===== config.mk =====
export PLATFORM = sky130hd
export DESIGN_NAME = gray_wptr_ctrl
export DESIGN_NICKNAME = d
export VERILOG_FILES = /design/src/rtl/gray_wptr_ctrl.sv
export SDC_FILE = /design/constraint.sdc
export NUM_CORES = 1
export LEC_CHECK = 0
export ABC_AREA = 1
export ABC_CLOCK_PERIOD_IN_PS = 1700
export CORE_MARGIN = 2
export CORE_UTILIZATION = 58
export DETAILED_ROUTE_END_ITERATION = 10
export DONT_BUFFER_PORTS = 1
export PLACE_DENSITY = 0.83
export SYNTH_ARGS = -nofsm -noshare
export SYNTH_HDL_FRONTEND = slang
export SYNTH_SLANG_ARGS = --single-unit

===== constraint.sdc =====
create_clock -name i_clock -period 1.7 [get_ports i_clock]
set_input_delay 0.17 -clock i_clock [delete_from_list [all_inputs] [get_ports i_clock]]
set_output_delay 0.17 -clock i_clock [all_outputs]
set_load 0.05 [all_outputs]

===== src/rtl/gray_wptr_ctrl.sv =====
// Write-side pointer controller for an asynchronous FIFO: binary/Gray write pointer, read-pointer synchronizer, full flag.
// Optional feature macro: GRAY_WPTR_CTRL_ALMOST_FULL_EN adds the registered o_almost_full output.
module gray_wptr_ctrl #(
  parameter int ADDR_WIDTH         = 4,
  parameter int ALMOST_FULL_THRESH = 2**ADDR_WIDTH - 2
) (
  input  logic                  i_clock,
  input  logic                  i_aresetn,
  input  logic                  i_push,
  input  logic [ADDR_WIDTH:0]   i_rptr_gray,
  output logic                  o_wen,
  output logic [ADDR_WIDTH-1:0] o_waddr,
  output logic [ADDR_WIDTH:0]   o_wptr_gray,
  output logic                  o_full
`ifdef GRAY_WPTR_CTRL_ALMOST_FULL_EN
  ,
  output logic                  o_almost_full
`endif
);

  localparam int PW = ADDR_WIDTH + 1;

  function automatic logic [PW-1:0] bin2gray(input logic [PW-1:0] b);
    return b ^ {1'b0, b[PW-1:1]};
  endfunction

`ifdef GRAY_WPTR_CTRL_ALMOST_FULL_EN
  function automatic logic [PW-1:0] gray2bin(input logic [PW-1:0] g);
    logic [PW-1:0] b;
    b[PW-1] = g[PW-1];
    for (int i = PW - 2; i >= 0; i--) begin
      b[i] = b[i+1] ^ g[i];
    end
    return b;
  endfunction
`endif

  logic          accept_s;
  logic [PW-1:0] wbin_q, wbin_d;
  logic [PW-1:0] wgray_q, wgray_d;
  logic [PW-1:0] rq1_q, rq1_d;
  logic [PW-1:0] rq2_q, rq2_d;
  logic          full_q, full_d;
`ifdef GRAY_WPTR_CTRL_ALMOST_FULL_EN
  logic [PW-1:0] rbin_s;
  logic [PW-1:0] fill_s;
  logic          almost_full_q, almost_full_d;
`endif

  // Next-state: accept gating, pointer advance and flag evaluation against the synchronized read pointer
  always_comb begin
    // Gating with reset keeps the storage write strobe quiet while reset is held.
    accept_s = i_push & ~full_q & i_aresetn;
    wbin_d   = wbin_q + {{ADDR_WIDTH{1'b0}}, accept_s};
    wgray_d  = bin2gray(wbin_d);
    rq1_d    = i_rptr_gray;
    rq2_d    = rq1_q;
    full_d   = (wgray_d == {~rq2_q[PW-1:PW-2], rq2_q[PW-3:0]});
`ifdef GRAY_WPTR_CTRL_ALMOST_FULL_EN
    rbin_s        = gray2bin(rq2_q);
    fill_s        = wbin_d - rbin_s;
    almost_full_d = (fill_s >= PW'(ALMOST_FULL_THRESH));
`endif
  end

  // Pointer, synchronizer and flag registers
  always_ff @(posedge i_clock or negedge i_aresetn) begin
    if (!i_aresetn) begin
      wbin_q        <= {PW{1'b0}};
      wgray_q       <= {PW{1'b0}};
      rq1_q         <= {PW{1'b0}};
      rq2_q         <= {PW{1'b0}};
      full_q        <= 1'b0;
`ifdef GRAY_WPTR_CTRL_ALMOST_FULL_EN
      almost_full_q <= 1'b0;
`endif
    end else begin
      wbin_q        <= wbin_d;
      wgray_q       <= wgray_d;
      rq1_q         <= rq1_d;
      rq2_q         <= rq2_d;
      full_q        <= full_d;
`ifdef GRAY_WPTR_CTRL_ALMOST_FULL_EN
      almost_full_q <= almost_full_d;
`endif
    end
  end

  assign o_wen       = accept_s;
  assign o_waddr     = wbin_q[ADDR_WIDTH-1:0];
  assign o_wptr_gray = wgray_q;
  assign o_full      = full_q;
`ifdef GRAY_WPTR_CTRL_ALMOST_FULL_EN
  assign o_almost_full = almost_full_q;
`endif

endmodule


Yosys cells after proc, flatten, opt, wreduce, memory -nomap -nowiden

Index checks and enable logic that the tools add are counted.

Output and inout bits: 11
Input bits: 8
Register bits after elaboration: 21

Add/sub/neg operators: 1
Bitwise logic cells: 5
Equality and inequality tests: 1

Operator list:

| kind                                   | count |
|---|---|
| 5-bit by 1-bit adder with 5-bit output | 1 |
| 5-bit equality test                    | 1 |
| 5-bit by 4-bit XOR with 5-bit output   | 1 |
| 1-bit AND                              | 2 |
| 2-bit NOT                              | 1 |
| 1-bit NOT                              | 1 |

Depth between registers and ports, before layout

Depth in word-level cells: 6
Gate-level depth with buffers: 13

Worst setup path before layout

No wires, ideal clock.

Path type: register to register
From: register full_q (netlist: o_full)
To: register full_q (netlist: o_full)
Arrival time: 2.490 ns
Cell stages (with the launch flop): 13
Setup slack: -0.861 ns
Setup time: 0.071 ns
Period minus slack after synthesis: 2.561 ns
Path buffers: 0
Cell sequence: dfrtp_1 -> nor2_1 -> ha_1 -> ha_1 -> inv_1 -> nand2_1 -> nand2_1 -> nand2_1 -> nand2_1 -> nand3_1 -> nor2_1 -> nand2_1 -> nor2_1

Cells in the longest elaborated chain, start to end: 6

RTL lines:

| what                                   | line | text |
|---|---|---|
| from (decl)                            | 43   | `logic full_q, full_d;` |
| from (signal assigned)                 | 82   | `full_q <= full_d;` |
| 1-bit NOT                              | 53   | `accept_s = i_push & ~full_q & i_aresetn;` |
| 1-bit AND (2 in series)                | 53   |  |
| via o_wen                              | 11   | `output logic o_wen,` |
| 5-bit by 1-bit adder with 5-bit output | 54   | `wbin_d = wbin_q + {{ADDR_WIDTH{1'b0}}, accept_s};` |
| via wbin_d[1]                          | 39   | `logic [PW-1:0] wbin_q, wbin_d;` |
| 5-bit by 4-bit XOR with 5-bit output   | 24   | `return b ^ {1'b0, b[PW-1:1]};` |
| via wgray_d[0]                         | 40   | `logic [PW-1:0] wgray_q, wgray_d;` |
| 5-bit equality test                    | 58   | `full_d = (wgray_d == {~rq2_q[PW-1:PW-2], rq2_q[PW-3:0]});` |
| via full_d                             | 43   |  |

The timed path passes the listed nets, and every way through them passes these cells.

Worst setup path after layout

From: register full_q (netlist: o_full)
To: register full_q (netlist: o_full)

Cells in the longest elaborated chain, start to end: 6

RTL lines:

| what                                   | line |
|---|---|
| 1-bit NOT                              | 53 |
| 1-bit AND (2 in series)                | 53 |
| 5-bit by 1-bit adder with 5-bit output | 54 |
| via wbin_d[1]                          | 39 |
| 5-bit by 4-bit XOR with 5-bit output   | 24 |
| via wgray_d[0]                         | 40 |
| 5-bit equality test                    | 58 |
| via full_d                             | 43 |

The timed path passes the listed nets, and every way through them passes these cells.

==> impl_results.md <==
* Core region area at 1300 µm²
* Dpl hpwl at 1070 µm
* #FFs+latches synth at 20
* Clock transition at the registers of the reported paths at between 0.1 and 0.15 ns
* Htree depth at 1
* Vias in the first global route at 586
* Worst skew pair latency at around 0.30 ns
* Final hold slack at around 0.28 ns
* Worst setup SP type: register
* Delay-heaviest family, CP: simple AND/OR/NAND/NOR gates
* RSZ-0062 raised after global routing: true
* Post-CTS Setup Inserts at 0
* Die X at 41.4 µm
* Worst slew pin tran at 0.871 ns
* DR DRC count at 0
* Tot Pwr at between 0.002 and 0.0025 W
* Worst VDD drop at roughly 0.0013 V
* Fmax at 0.571 GHz
* IO Port Bufs at 0
* Buffers and inverters on the worst path at 1
* Mean area per synthesized cell at 9.67 µm²
* CP max stage cell: dfrtp_2
* Kind of end point of the critical path: register
* CTS root buffer: clkbuf_4
* Total CTS buffers at 3
* Post-DRT Antenna Nets at 0
* Pin count of the biggest net entering global routing at 21
* Fraction of layout instances using a drive strength above 1 at 32.7%
* PwrDens at 2140 nW/µm²
* Fin crit share at 103%
* Worst Reg2Reg Path Length in Cells at 12
* CP max stage delay at ~0.44 ns
* Fin nets at between 100 and 150
* Synth-to-layout area growth at 27.6%
* GR Overflow Total at 0
* DRT Wirelength at about 1600 µm
* Failing checks: negative setup slack
* First-pass GRT wire length at approximately 2400 µm
* Sink Count at 20
* Fin crit period at 1.75 ns
* Layout filler cell count at 77
* CTS tree: yes
* Hold path cells at 3
* Initial Utilization at 62.4%
* Ys Warns at 0
* Vias/cell at 5.63
* GP Congestion at 0.752
* Final Setup Violations at 1
* Levels on crit path at 12
* CTS Buffer Depth at 2
* Crit Path Category: reg2reg
* DRT iter0 DRCs at 16
* Final Max Tran Viols at 0
* Diode count at 0
* Num rows at 13
* Worst-path fanout max at 5
* Cells after Synth at 84
* Syn Std Cell Area at between 800 and 900 µm²
* Leak at 0.523 nW
* Wire per inst at 13.7 µm
* Status: finished, violations left
* Sequential cell area at 502 µm²
* HP Class: in2reg
* Die height at 41.4 µm
* Initial antenna violation count at 0
* Data arrival, critical path at 1.97 ns
* Drt pass-1 iters at 4
* Hold Violations, Final at 0
* Post-synthesis sequential area ratio at 61.6%
* Clock skew at 0.00878 ns
* Slew margin rel. at 41.8%
* Gr usage total at 19.8%
* Multi-input combinational cell area at 319 µm²
* Die ar. at 1720 µm²
* Io pins at 19
* Post-synthesis cell type count at 12
* CP dominant cell by count: nand2_1
* WP data required at between 1.5 and 2 ns
* Worst Setup Slack, final at -0.0527 ns
* CP cell instances: nor2_4 > ha_4 > ha_4 > inv_4 > nand2_2 > nand2_2 > nand2_1 > nand2_1 > nand3_1 > nor2_1 > nand2_1 > nor2_1
* Syn Nets at 94
* Routed via count at 653
* Max-cap violations at 0
-- synth_stat cells (all sizes together) --
cell type / count / area, µm²
ha: 2 / 25.0
nor2: 3 / 11.3
inv: 12 / 45.0
nand4: 2 / 18.8
nand3: 13 / 65.1
nand3b: 1 / 7.51
dfrtp: 20 / 500
nand2: 31 / 139
-- cell families (layout without fill, tap and decap cells) --
group,count (synthesis),in the layout,share of synthesized area (%)
and+or+nand+nor,50,50,29.7
adders and majority gates,2,2,3.08
DFF,20,20,61.6
buffers and inverters,12,29,5.55
-- layout make-up --
type	instances	share of cell area (%)
clock buffer	4	3.50
inverter	12	4.59
multi-input combinational	52	30.8
sequential	20	48.4
tap	15	1.81
timing repair buffer	13	10.9
-- repair_timing --
action                                  in CTS  in global routing
hold endpoints to repair                    25                  0
endpoints found under the setup margin       0                  1
hold buffers                                 6                  0
resized for setup                            0                  7
-- cells in the final DEF (no fill, tap or decap), types with 2 or more instances in the layout --
cell type / instances
dfrtp_1: 19
nand2_1: 18
nand3_1: 12
nand2_2: 12
inv_1: 9
buf_4: 7
dlygate4sd3_1: 6
clkbuf_4: 3
inv_2: 2
nor2_1: 2
ha_4: 2
-- routing by layer --
metal,global-route usage [%],up-vias,wire (µm)
li1,-,301,-
met3,6.09,7,87
met5,0,-,0
met1,20.8,315,600
met4,12.3,0,48
met2,34.1,30,850
-- state kept, by name (all words and copies together), names as in the netlist --
register     count
o_full           1
o_wptr_gray      4
rq2_q            5
rq1_q            5
wbin_q           5
-- metrics by stage --
stage | worst slack (ns) | area [µm²] | utilization, % | setup TNS [ns] | cells
3_5_place_dp | 0.0670 | 920 | 70.7 | 0 | 106
4_1_cts | 0.0198 | 1020 | 78.1 | 0 | 116
6_report | -0.0527 | 1040 | 79.6 | -0.0527 | 116
5_1_grt | -0.126 | 1040 | 79.6 | -0.126 | 116
3_3_place_gp | 0.136 | 920 | 70.7 | 0 | 106
2_1_floorplan | -0.164 | 848 | - | -0.181 | 84
-- power by group --
group / switching [W] / internal (W) / leakage (nW)
combinational: 0.000709 / 0.000351 / 0.268
sequential: 0.000289 / 0.000602 / 0.234
clock: 0.000139 / 0.000131 / 0.0210
total: 0.00114 / 0.00108 / 0.523
-- worst min-delay path, cell delays in order --
cell     delay (ns)
nand2_1        0.07
nor2_4         0.16
ha_4           0.16
-- worst paths after layout --
kind                       slack, ns             endpoint          startpoint
min in group asynchronous       0.41  wbin_q[0]$_DFF_PN0_           i_aresetn
max                            -0.05     o_full$_DFF_PN0_    o_full$_DFF_PN0_
min                             0.28  wbin_q[0]$_DFF_PN0_           i_aresetn
min reg2reg                     0.36   rq2_q[2]$_DFF_PN0_  rq1_q[2]$_DFF_PN0_
max reg2reg                    -0.05     o_full$_DFF_PN0_    o_full$_DFF_PN0_
max in group asynchronous       0.69     o_full$_DFF_PN0_           i_aresetn
Power figures use the tool's default switching activity.
